File: src/rtl/ex_iter_unit.sv
// ex_iter_unit: iterative multi-cycle execute unit (PASS, shift-add MUL).
// Optional restoring divider on op 10 when EX_ITER_DIV_EN is defined.
module ex_iter_unit #(
  parameter int WIDTH     = 16,
  parameter int EARLY_OUT = 1
) (
  input  logic             clk,
  input  logic             reset,
  input  logic             valid_in,
  input  logic [1:0]       op_sel,
  input  logic [WIDTH-1:0] a,
  input  logic [WIDTH-1:0] b,
  input  logic             flush,
  input  logic             mem_stall,
  output logic             in_ready,
  output logic [WIDTH-1:0] result,
  output logic [WIDTH-1:0] result_hi,
  output logic             result_valid,
  output logic             div0,
  output logic             ex_stall
);

  localparam int CW = $clog2(WIDTH + 1);
  localparam logic [CW-1:0] CNT_INIT = CW'(WIDTH);
  localparam logic EO = (EARLY_OUT != 0);

  typedef enum logic [1:0] {
    IDLE,
    RUN,
    DONE
  } state_t;

  state_t r_state;
  state_t w_state_nxt;

  logic [2*WIDTH-1:0] r_acc;
  logic [2*WIDTH-1:0] r_mcand;
  logic [WIDTH-1:0]   r_mplier;
  logic [CW-1:0]      r_cnt;
  logic [WIDTH-1:0]   r_res;
  logic [WIDTH-1:0]   r_res_hi;
  logic               r_div0;

  logic               w_accept;
  logic               w_is_mul;
  logic               w_is_div;
  logic               w_b_zero;
  logic               w_direct;
  logic [WIDTH-1:0]   w_dir_res;
  logic [WIDTH-1:0]   w_dir_hi;
  logic [2*WIDTH-1:0] w_acc_nxt;
  logic [WIDTH-1:0]   w_mplier_nxt;
  logic [CW-1:0]      w_cnt_nxt;
  logic               w_mul_fin;
  logic               w_fin;

  assign w_is_mul = (op_sel == 2'b01);
  assign w_b_zero = (b == '0);

`ifdef EX_ITER_DIV_EN
  logic               r_is_div;
  logic [WIDTH-1:0]   r_rem;
  logic [WIDTH-1:0]   r_quo;
  logic [WIDTH-1:0]   r_dvs;
  logic [WIDTH:0]     w_rem_sh;
  logic [WIDTH:0]     w_diff;
  logic               w_borrow;
  logic [WIDTH-1:0]   w_rem_nxt;
  logic [WIDTH-1:0]   w_quo_nxt;

  assign w_is_div  = (op_sel == 2'b10);
  assign w_rem_sh  = {r_rem, r_quo[WIDTH-1]};
  assign w_diff    = w_rem_sh - {1'b0, r_dvs};
  assign w_borrow  = w_diff[WIDTH];
  assign w_rem_nxt = w_borrow ? w_rem_sh[WIDTH-1:0]
                              : w_diff[WIDTH-1:0];
  assign w_quo_nxt = {r_quo[WIDTH-2:0], ~w_borrow};
  assign w_fin     = r_is_div ? (w_cnt_nxt == '0) : w_mul_fin;
`else
  assign w_is_div  = 1'b0;
  assign w_fin     = w_mul_fin;
`endif

  assign in_ready = (r_state == IDLE) |
                    ((r_state == DONE) & ~mem_stall);
  assign ex_stall = (r_state == RUN) | (valid_in & ~in_ready);
  assign w_accept = valid_in & in_ready & ~flush;

  assign result       = r_res;
  assign result_hi    = r_res_hi;
  assign result_valid = (r_state == DONE);
`ifdef EX_ITER_DIV_EN
  assign div0 = r_div0;
`else
  assign div0 = 1'b0;
`endif

  // Ops that complete on the accept edge skip RUN entirely.
  assign w_direct = (~w_is_mul & ~w_is_div) |
                    (w_is_mul & EO & w_b_zero) |
                    (w_is_div & w_b_zero);

  assign w_acc_nxt    = r_acc + (r_mplier[0] ? r_mcand : '0);
  assign w_mplier_nxt = r_mplier >> 1;
  assign w_cnt_nxt    = r_cnt - CW'(1);
  assign w_mul_fin    = (w_cnt_nxt == '0) |
                        (EO & (w_mplier_nxt == '0));

  // Result values for ops finishing on the accept edge.
  always_comb begin
    w_dir_res = a;
    w_dir_hi  = '0;
    unique case (1'b1)
      w_is_mul: begin
        w_dir_res = '0;
        w_dir_hi  = '0;
      end
      w_is_div: begin
        w_dir_res = '1;
        w_dir_hi  = a;
      end
      default: begin
        w_dir_res = a;
        w_dir_hi  = '0;
      end
    endcase
  end

  // State register.
  always_ff @(posedge clk or posedge reset) begin
    if (reset) r_state <= IDLE;
    else       r_state <= w_state_nxt;
  end

  // Next-state logic; flush overrides everything except reset.
  always_comb begin
    w_state_nxt = r_state;
    unique case (r_state)
      IDLE: begin
        if (w_accept)
          w_state_nxt = w_direct ? DONE : RUN;
      end
      RUN: begin
        if (flush)      w_state_nxt = IDLE;
        else if (w_fin) w_state_nxt = DONE;
      end
      DONE: begin
        if (flush)
          w_state_nxt = IDLE;
        else if (!mem_stall)
          w_state_nxt = w_accept ? (w_direct ? DONE : RUN)
                                 : IDLE;
      end
      default: w_state_nxt = IDLE;
    endcase
  end

  // Datapath: operand capture, iteration and result latching.
  always_ff @(posedge clk or posedge reset) begin
    if (reset) begin
      r_acc    <= '0;
      r_mcand  <= '0;
      r_mplier <= '0;
      r_cnt    <= '0;
      r_res    <= '0;
      r_res_hi <= '0;
      r_div0   <= 1'b0;
`ifdef EX_ITER_DIV_EN
      r_is_div <= 1'b0;
      r_rem    <= '0;
      r_quo    <= '0;
      r_dvs    <= '0;
`endif
    end else if (flush) begin
      r_div0 <= 1'b0;
    end else if (w_accept) begin
      r_acc    <= '0;
      r_mcand  <= {{WIDTH{1'b0}}, a};
      r_mplier <= b;
      r_cnt    <= CNT_INIT;
      r_div0   <= w_is_div & w_b_zero;
`ifdef EX_ITER_DIV_EN
      r_is_div <= w_is_div;
      r_rem    <= '0;
      r_quo    <= a;
      r_dvs    <= b;
`endif
      if (w_direct) begin
        r_res    <= w_dir_res;
        r_res_hi <= w_dir_hi;
      end
    end else if (r_state == RUN) begin
      r_acc    <= w_acc_nxt;
      r_mcand  <= r_mcand << 1;
      r_mplier <= w_mplier_nxt;
      r_cnt    <= w_cnt_nxt;
`ifdef EX_ITER_DIV_EN
      r_rem    <= w_rem_nxt;
      r_quo    <= w_quo_nxt;
      if (w_fin && r_is_div) begin
        r_res    <= w_quo_nxt;
        r_res_hi <= w_rem_nxt;
      end else if (w_fin) begin
        r_res    <= w_acc_nxt[WIDTH-1:0];
        r_res_hi <= w_acc_nxt[2*WIDTH-1:WIDTH];
      end
`else
      if (w_fin) begin
        r_res    <= w_acc_nxt[WIDTH-1:0];
        r_res_hi <= w_acc_nxt[2*WIDTH-1:WIDTH];
      end
`endif
    end
  end

endmodule

File: config.mk
export PLATFORM = sky130hd
export DESIGN_NAME = ex_iter_unit
export DESIGN_NICKNAME = d
export VERILOG_FILES = /design/src/rtl/ex_iter_unit.sv
export SDC_FILE = /design/constraint.sdc
export NUM_CORES = 1
export LEC_CHECK = 0
export CAP_MARGIN = 20
export CORE_ASPECT_RATIO = 1.1
export CORE_UTILIZATION = 57
export CTS_CLUSTER_DIAMETER = 30
export DETAILED_ROUTE_END_ITERATION = 10
export PLACE_DENSITY = 0.81
export SETUP_SLACK_MARGIN = 0.4
export SLEW_MARGIN = 20
export SYNTH_ARGS = -nofsm -noshare
export SYNTH_HDL_FRONTEND = slang
export SYNTH_SLANG_ARGS = --single-unit
File: constraint.sdc
create_clock -name clk -period 4.55 [get_ports clk]
set_clock_uncertainty 0.1 [all_clocks]
set_input_delay 0.6825 -clock clk [delete_from_list [all_inputs] [get_ports clk]]
set_output_delay 0.6825 -clock clk [all_outputs]
set_load 0.005 [all_outputs]
Word level (Yosys, flattened, before mapping)

Index checks and enable logic that the tools add are counted.

Add/subtract/negate cells: 2
Equality and inequality tests: 7
Muxes and demuxes: 26
Bitwise gates (word level): 13
Reduce and logical (&&, ||, !) cells: 9

Operators with widths:

| cell                                                  | count |
|---|---|
| two-way mux 16 bit                                    | 11 |
| two-way mux 32 bit                                    | 5 |
| adder 32 bit                                          | 1 |
| logical NOT 16 bit                                    | 2 |
| two-way mux 2 bit                                     | 7 |
| two-way mux 5 bit                                     | 2 |
| inequality test 3 bit, second input constant          | 2 |
| case mux 2 bit (3 select lines)                       | 1 |
| bitwise AND 1 bit                                     | 5 |
| logical NOT 5 bit                                     | 1 |
| subtractor 5 x 1 -> 5 bit, second input constant      | 1 |
| == test 2 x 1 -> 1 bit, second input constant         | 2 |
| inverter 1 bit                                        | 4 |
| bitwise OR 1 bit                                      | 4 |
| AND reduction 4 bit                                   | 1 |
| nonzero test 2 bit                                    | 2 |
| AND reduction 3 bit                                   | 1 |
| == test 2 bit, second input constant                  | 1 |
| logical NOT 2 bit                                     | 1 |
| inequality test 2 x 1 -> 1 bit, second input constant | 1 |
| inequality test 2 bit, second input constant          | 1 |
| AND reduction 2 bit                                   | 1 |

Register bits after elaboration: 119
Input port bits: 39
Output and inout port bits: 36
Word-level logic and storage cells: 64

Depth between registers and ports, before layout

Gate-level depths: netlist of the first run.

Depth in word-level cells: 9
Mapped depth: 13
Gate-level depth less buffers: 12

Least setup slack after synthesis of the first run

Ideal clock, no wire load.

Path type: reg2reg
Start: register r_mplier[0]
End: register r_acc[28]
Setup time: 0.121 ns
Data arrival time: 2.934 ns
Setup slack: 1.395 ns
Stages on the path, launching flop included: 14
Buffers on the path: 1
Path through: dfrtp_1 clkbuf_1 and2_1 ha_1 fa_1 a21oi_1 o21ai_0 o21a_1 a211oi_2 o31ai_1 a221oi_2 o21ai_1 xor2_1 a22o_1

Word-level cells in the longest chain between the ends: 4

RTL lines:

| item                     | line | source |
|---|---|---|
| start: declaration       | 38   | `logic [WIDTH-1:0] r_mplier;` |
| start signal: assignment | 195  | `r_mplier <= w_mplier_nxt;` |
| two-way mux 32 bit       | 103  | `assign w_acc_nxt = r_acc + (r_mplier[0] ? r_mcand : '0);` |
| adder 32 bit             | 103  |  |
| two-way mux 32 bit       | 192  | `end else if (r_state == RUN) begin` |
| two-way mux 32 bit       | 176  | `end else if (w_accept) begin` |
| end signal: assignment   | 193  | `r_acc <= w_acc_nxt;` |
| end: declaration         | 36   | `logic [2*WIDTH-1:0] r_acc;` |

No other way between the ends. The select of a mux whose other input is x is not followed.
A chain may end at the register's enable or synchronous reset.

Final worst setup path of the first run

Same ends and word-level chain as after synthesis.

==> key figures, run 1 <==
Pwr
  – Pleak: 0.00383 uW
  – Reg power frac: 36.0%
  – Peak VDD IR: 0.000257 V
  – Pwr Density: 535 nW/um^2
  – NetSw: 1600 uW
  – Combinational fraction of design power: 36.3%
  – Switching Fraction: 36.6%
  – Power Internal: 2780 uW
  – Clk pwr share: 27.7%

Worst setup path
  – Worst Setup SP: r_mplier[0]
  – Buf/Inv on CP: 0
  – Critical path class: register to register
  – Slowest-stage cell, CP: dfrtp_1
  – R2r worst-path depth: 12
  – RR Endpoint: r_acc[28]
  – Setup crit start kind: register
  – Max stage delay on crit path: 0.61 ns
  – Top Family by Delay on Critical Path: compound AO/OA/AOI/OAI gates
  – Reg-to-reg startpoint: r_mplier[0]
  – Setup crit end kind: register
  – Reg2reg setup slack: 0.79 ns
  – Critical Path End: r_acc[28]
  – Cells along the critical path: and2_1 -> ha_1 -> fa_1 -> a21oi_1 -> o21ai_0 -> o21a_1 -> a211oi_2 -> o31ai_1 -> a221oi_2 -> o21ai_1 -> xor2_1 -> a22o_1
  – WP data arrival: 3.97 ns
  – Max Fanout on Critical Path: 21
  – WP depth: 12
  – WP data required: 4.76 ns

Yosys
  – Synth Warn #: 0
  – Mapped Nets: 857
  – Synth Area in Compound Gates: 19.8%
  – Top cells by area, synth: dfrtp_1, nand2_1, ha_1
  – Largest family of logic cells by synthesized area: simple AND/OR/NAND/NOR gates
  – FF+latch count, synth: 119
  – Top FF cell, synth: dfrtp_1
  – Number of synthesized flops with an enable pin: 0
  – XOR/XNOR Fraction of Synth Area: 4.53%
  – Largest area contributor in the netlist: dfrtp_1
  – Synth top area share: 44.0%
  – Mux contribution to synthesized area: 0.148%
  – Post-synth ARST share: 100%
  – Cell Area, Synth: 6770 sq um
  – Sequential share of the synthesized area: 44.0%
  – Simple-gate share of the synthesized area: 21.9%
  – Syn Inst Count: 784
  – Synth unique cells: 56
  – Syn Area/Cell: 8.64 sq um
  – Synth Area in Adders: 6.39%

Routing
  – Final WL: 16700 microns
  – Final ANT Viol Nets: 0
  – Initial drt markers: 404
  – DRC: 0
  – First drt pass iteration count: 7
  – Wire length per cell: 16.6 microns
  – Number of vias per cell: 5.98
  – Vias after detailed routing: 6008

Floorplanning
  – Initial Util: 58.7%
  – Vert. Die Dim: 116 microns
  – Ports: 75
  – Rows: 41
  – Core Box Area: 11500 sq um
  – Die ar.: 12300 sq um
  – Width of the chip: 106 microns

Timing
  – Relative slew slack: 49.3%
  – Clock period minus final worst setup slack: 3.76 ns
  – Worst-margin pin slew: 0.760 ns
  – RSZ-0062 raised after global routing: no
  – Final Worst Setup Slack: 0.789 ns
  – Fin Hold WS: 0.376 ns
  – Final Hold Vio Count: 0
  – Final TNS setup: 0 ns
  – Slew Limit Fails: 0
  – Max Fclk: 266 MHz
  – Setup violators final: 0
  – Period utilisation layout: 82.7%

Cells and area
  – Final-stage net count: 914
  – Synthesis-to-finish area growth: 21.1%
  – Commonest non-fill, non-tap cell in the layout: nand2_1
  – Most frequent cells in the layout: nand2_1, dfrtp_1, clkdlybuf4s50_1
  – Antenna fix cells: 0
  – Proportion of layout cells with a drive suffix above 1: 6.79%

Global route
  – First-pass GRT wire length: 28400 microns
  – Initial antenna violation count: 0
  – Overall Global Routing Usage: 29.6%
  – Aggregate global routing overflow: 0
  – Largest net degree at the start of global routing: 77
  – Vias in the first global route: 5877

Clock tree
  – Root buffer cell: clkbuf_16
  – Post-CTS sizing: 0
  – CTS tree: done
  – Clock Latency Late Sink: 0.43 ns
  – CTS max path bufs: 2
  – Hold_buf cts: 0
  – Clock sink total: 119
  – Post-CTS Setup Inserts: 0
  – TritonCTS buffer count: 17
  – H-tree depth: 4
  – Clock-pin slew on the worst setup and hold paths: 0.05 ns

Outcome
  – Status: finished clean

Placement
  – DP HPWL: 11300 microns
  – Gpl congestion: 0.953
  – Pre-CTS WS: 0.889 ns
  – I/O Buffers: 73

Job
  – Max capacitance violation total: 0

Min path
  – HP Class: register to register
registers in the layout, indices dropped and copies added (netlist names):
| name | cells |
|---|---|
| r_acc | 32 |
| r_mcand | 32 |
| r_mplier | 16 |
| result | 16 |
| result_hi | 16 |
| r_cnt | 5 |
| r_state | 2 |
worst min-delay path by stage:
stage	from	end	slack, ns	cells past startpoint
3_3_place_gp	result[12]	result[12]	0.36	2
5_1_grt	result[10]	result[10]	0.41	2
3_5_place_dp	result[10]	result[10]	0.37	2
6_report	result[10]	result[10]	0.38	2
4_1_cts	result[10]	result[10]	0.38	2
2_1_floorplan	r_mcand[16]	r_mcand[17]	0.35	2
synth_stat cells (all sizes together), types with 6 or more instances:
master	count
a22oi	25
ha	33
and3	10
a21oi	44
inv	9
a21o	8
nor4	7
clkbuf	38
a22o	15
nand3	38
xor2	12
o21ai	53
nand2	177
nor2	45
o21a	7
dfrtp	119
a31oi	24
buf	9
and2	33
nor3	6
xnor2	23
kinds of logic (layout without fill, tap and decap cells):
logic type      count (synthesis)  after routing
other cells                     1              1
compound gates                205            205
simple gates                  333            333
buf+inv                        56            126
mux                             1              1
flops                         119            119
xor+xnor                       35             35
fa+ha+maj                      34             34
layout make-up:
class / count / area [sq um]
Timing Repair Buffer: 85 / 853
Tap cell: 150 / 188
Clock inverter: 12 / 80.1
Sequential cell: 119 / 2980
Multi-Input combinational cell: 609 / 3610
Inverter: 9 / 36.3
Clock buffer: 20 / 457
Fill cell: 880 / 3340
power groups by stage:
stage | Clock (uW) | Sequential [uW] | Combinational (uW)
after floorplan | 0 | 1530 | 1100
after global placement | 0 | 1570 | 1500
after detailed placement | 0 | 1590 | 1570
after CTS | 1230 | 1580 | 1590
after global routing | 1270 | 1620 | 1790
final | 1210 | 1580 | 1590
through the flow:
stage	std cells	instance area [sq um]	util (%)	total power, uW
2_1_floorplan	784	6770	-	2630
3_3_place_gp	971	7630	66.1	3070
3_5_place_dp	972	7660	66.4	3160
4_1_cts	1004	8200	71.0	4390
5_1_grt	1004	8200	71.0	4680
6_report	1004	8200	71.0	4390
tightest hold or removal path, stage by stage (launching register included):
cell	delay [ns]
dfrtp_1	0.34
nand2_1	0.05
o21ai_0	0.06
metal layers:
metal | share of wire (%) | wire length [microns] | global-route usage [%] | up-vias
li1 | - | - | - | 2869
met1 | 44 | 7370 | 37.5 | 2902
met2 | 49 | 8140 | 50.2 | 201
met3 | 4.9 | 811 | 5.52 | 36
met4 | 2.2 | 374 | 12.5 | 0
met5 | 0 | 0 | 0 | -
Power figures use the tool's default switching activity.
==> run 2, diff against run 1 <==
--- a/config.mk
+++ b/config.mk
@@ -7,10 +7,10 @@
 export LEC_CHECK = 0
 export CAP_MARGIN = 20
 export CORE_ASPECT_RATIO = 1.1
-export CORE_UTILIZATION = 57
+export CORE_UTILIZATION = 52
 export CTS_CLUSTER_DIAMETER = 30
 export DETAILED_ROUTE_END_ITERATION = 10
-export PLACE_DENSITY = 0.81
+export PLACE_DENSITY = 0.77
 export SETUP_SLACK_MARGIN = 0.4
 export SLEW_MARGIN = 20
 export SYNTH_ARGS = -nofsm -noshare
==> constraint.sdc (replaced) <==
create_clock -name clk -period 3.4 [get_ports clk]
set_clock_uncertainty 0.1 [all_clocks]
set_input_delay 0.51 -clock clk [delete_from_list [all_inputs] [get_ports clk]]
set_output_delay 0.51 -clock clk [all_outputs]
set_load 0.005 [all_outputs]
==> run 2 against run 1 <==
Effect of this change: global-route usage fell by 1.6 points; final area up 8.6%; largest cell class unchanged; clock-buffer cell count is 2 higher; sequential share of layout area decreased by 2.9 points; sequential power grew 35%; highest routed layer unchanged; register-to-register slack worse by 0.58 ns; critical endpoint is now result_hi[12].
==> key figures, run 2 (synthesis results as in run 1) <==
Outcome
  – Status: finished clean

Placement
  – DP HPWL: 12500 microns
  – Gpl congestion: 0.894
  – I/O Buffers: 73
  – DP Area: 7760 sq um

Cells and area
  – Final-stage net count: 944
  – Antenna fix cells: 0
  – Proportion of layout cells with a drive suffix above 1: 15.2%
  – Most frequent cells in the layout: nand2_1, dfrtp_1, clkdlybuf4s50_1
  – Commonest non-fill, non-tap cell in the layout: nand2_1
  – Post-route cell area: 8900 sq um
  – Top Registers: r_acc (32), r_mcand (32)
  – Synthesis-to-finish area growth: 31.5%

Worst setup path
  – Reg2reg setup slack: 0.21 ns
  – R2r worst-path depth: 12
  – Critical path class: register to register
  – Cells along the critical path: buf_6 -> and2_1 -> fa_2 -> a21oi_4 -> o21ai_2 -> o21a_2 -> a211oi_4 -> o31ai_4 -> a221oi_2 -> o21ai_1 -> xor2_1 -> a22o_1
  – Setup crit end kind: register
  – WP data arrival: 3.40 ns
  – WP data required: 3.61 ns
  – Max Fanout on Critical Path: 11
  – Max stage delay on crit path: 0.44 ns
  – RR Endpoint: result_hi[12]
  – Reg-to-reg startpoint: r_mplier[0]
  – Slowest-stage cell, CP: dfrtp_2
  – Setup crit start kind: register

Min path
  – Min-delay src: result[13]
  – Hold depth: 2
  – HP Class: register to register
  – WHS Endpoint: result[13]

Clock tree
  – Clock sink total: 119
  – Clock-pin slew on the worst setup and hold paths: 0.05 ns
  – CTS max path bufs: 2
  – H-tree depth: 4
  – CTS tree: done
  – TritonCTS buffer count: 17
  – Clock Latency Late Sink: 0.43 ns
  – Root buffer cell: clkbuf_16
  – Hold_buf cts: 0

Pwr
  – Pwr Density: 727 nW/um^2
  – Total chip power: 6470 uW
  – Pleak: 0.00406 uW
  – Peak VDD IR: 0.000607 V

Routing
  – DRC: 0
  – Max layer used: met4
  – Number of vias per cell: 5.97
  – Initial drt markers: 439
  – Routed wl met2: 9290 microns
  – Wire length per cell: 18.1 microns
  – First drt pass iteration count: 5
  – Wl on met1: 7910 microns
  – Final ANT Viol Nets: 0
  – Met3 wire length: 1170 microns
  – Vias after detailed routing: 6215
  – Final WL: 18800 microns

Job
  – Max capacitance violation total: 0

Timing
  – Setup violators final: 0
  – Relative slew slack: 48.2%
  – RSZ-0062 raised after global routing: yes
  – Max Fclk: 313 MHz
  – Worst-margin pin slew: 0.778 ns
  – Clock period minus final worst setup slack: 3.19 ns
  – Slew Limit Fails: 0
  – Final TNS setup: 0 ns
  – Final Hold Vio Count: 0
  – Period utilisation layout: 93.9%

Global route
  – Initial antenna violation count: 0
  – Largest net degree at the start of global routing: 77
  – Vias in the first global route: 5925
  – Overall Global Routing Usage: 27.9%
  – Aggregate global routing overflow: 0
  – First-pass GRT wire length: 29200 microns

Floorplanning
  – Core Box Area: 12600 sq um
  – Die ar.: 13500 sq um
  – Rows: 43
  – Initial Util: 53.6%
  – Vert. Die Dim: 122 microns
  – Ports: 75
  – Width of the chip: 111 microns
-- run 2: per-stage QoR --
stage	instances	hold slack, ns	setup WS (ns)	utilization, %
3_5_place_dp	988	0.374	0.169	61.4
4_1_cts	1029	0.386	0.307	67.1
5_1_grt	1041	0.410	0.141	70.4
6_report	1041	0.376	0.208	70.4
2_1_floorplan	784	0.353	0.366	-
3_3_place_gp	988	0.362	0.257	61.4
-- run 2: power by group --
| group | total, uW | internal, uW | switching, uW |
|---|---|---|---|
| clock network | 1800 | 1160 | 636 |
| logic | 2530 | 1200 | 1330 |
| registers | 2140 | 1810 | 335 |
| total | 6470 | 4170 | 2300 |
-- run 2: layout make-up --
class	count	area, sq um
clock buffer	22	454
multi-input combinational	609	4000
inverter	9	37.5
sequential	119	2980
timing repair buffer	115	1110
clock inverter	10	128
fill	947	3740
tap	157	196
-- run 2: what timing repair did --
action	4_1_cts	5_1_grt
buffers inserted	9	12
setup endpoints to repair	21	32
gates resized for setup	16	63
pin swaps	14	38
-- run 2: per-layer routing --
layer,GRT usage (%),vias up
met5,0,-
met4,11.8,0
met3,6.32,38
met2,47.1,243
met1,34.7,3016
li1,-,2918
-- run 2: worst max-delay path: cells and delay by family (launching register included) --
kind                     cells  cell delay, ns
AO/OA/AOI/OAI                8            1.65
flip-flops                   1            0.44
adder cells (fa/ha/maj)      1            0.38
AND/OR/NAND/NOR              1            0.17
XOR/XNOR                     1            0.17
buffers and inverters        1            0.16
-- run 2: worst max path at each step --
stage,startpoint,end,slack [ns]
floorplan,r_mplier[0],r_acc[28],0.37
global placement,r_mplier[0],result_hi[12],0.26
detailed placement,r_mplier[0],r_acc[28],0.17
CTS,r_mplier[0],r_acc[28],0.31
global route,r_mplier[0],result_hi[12],0.14
finish,r_mplier[0],result_hi[12],0.21
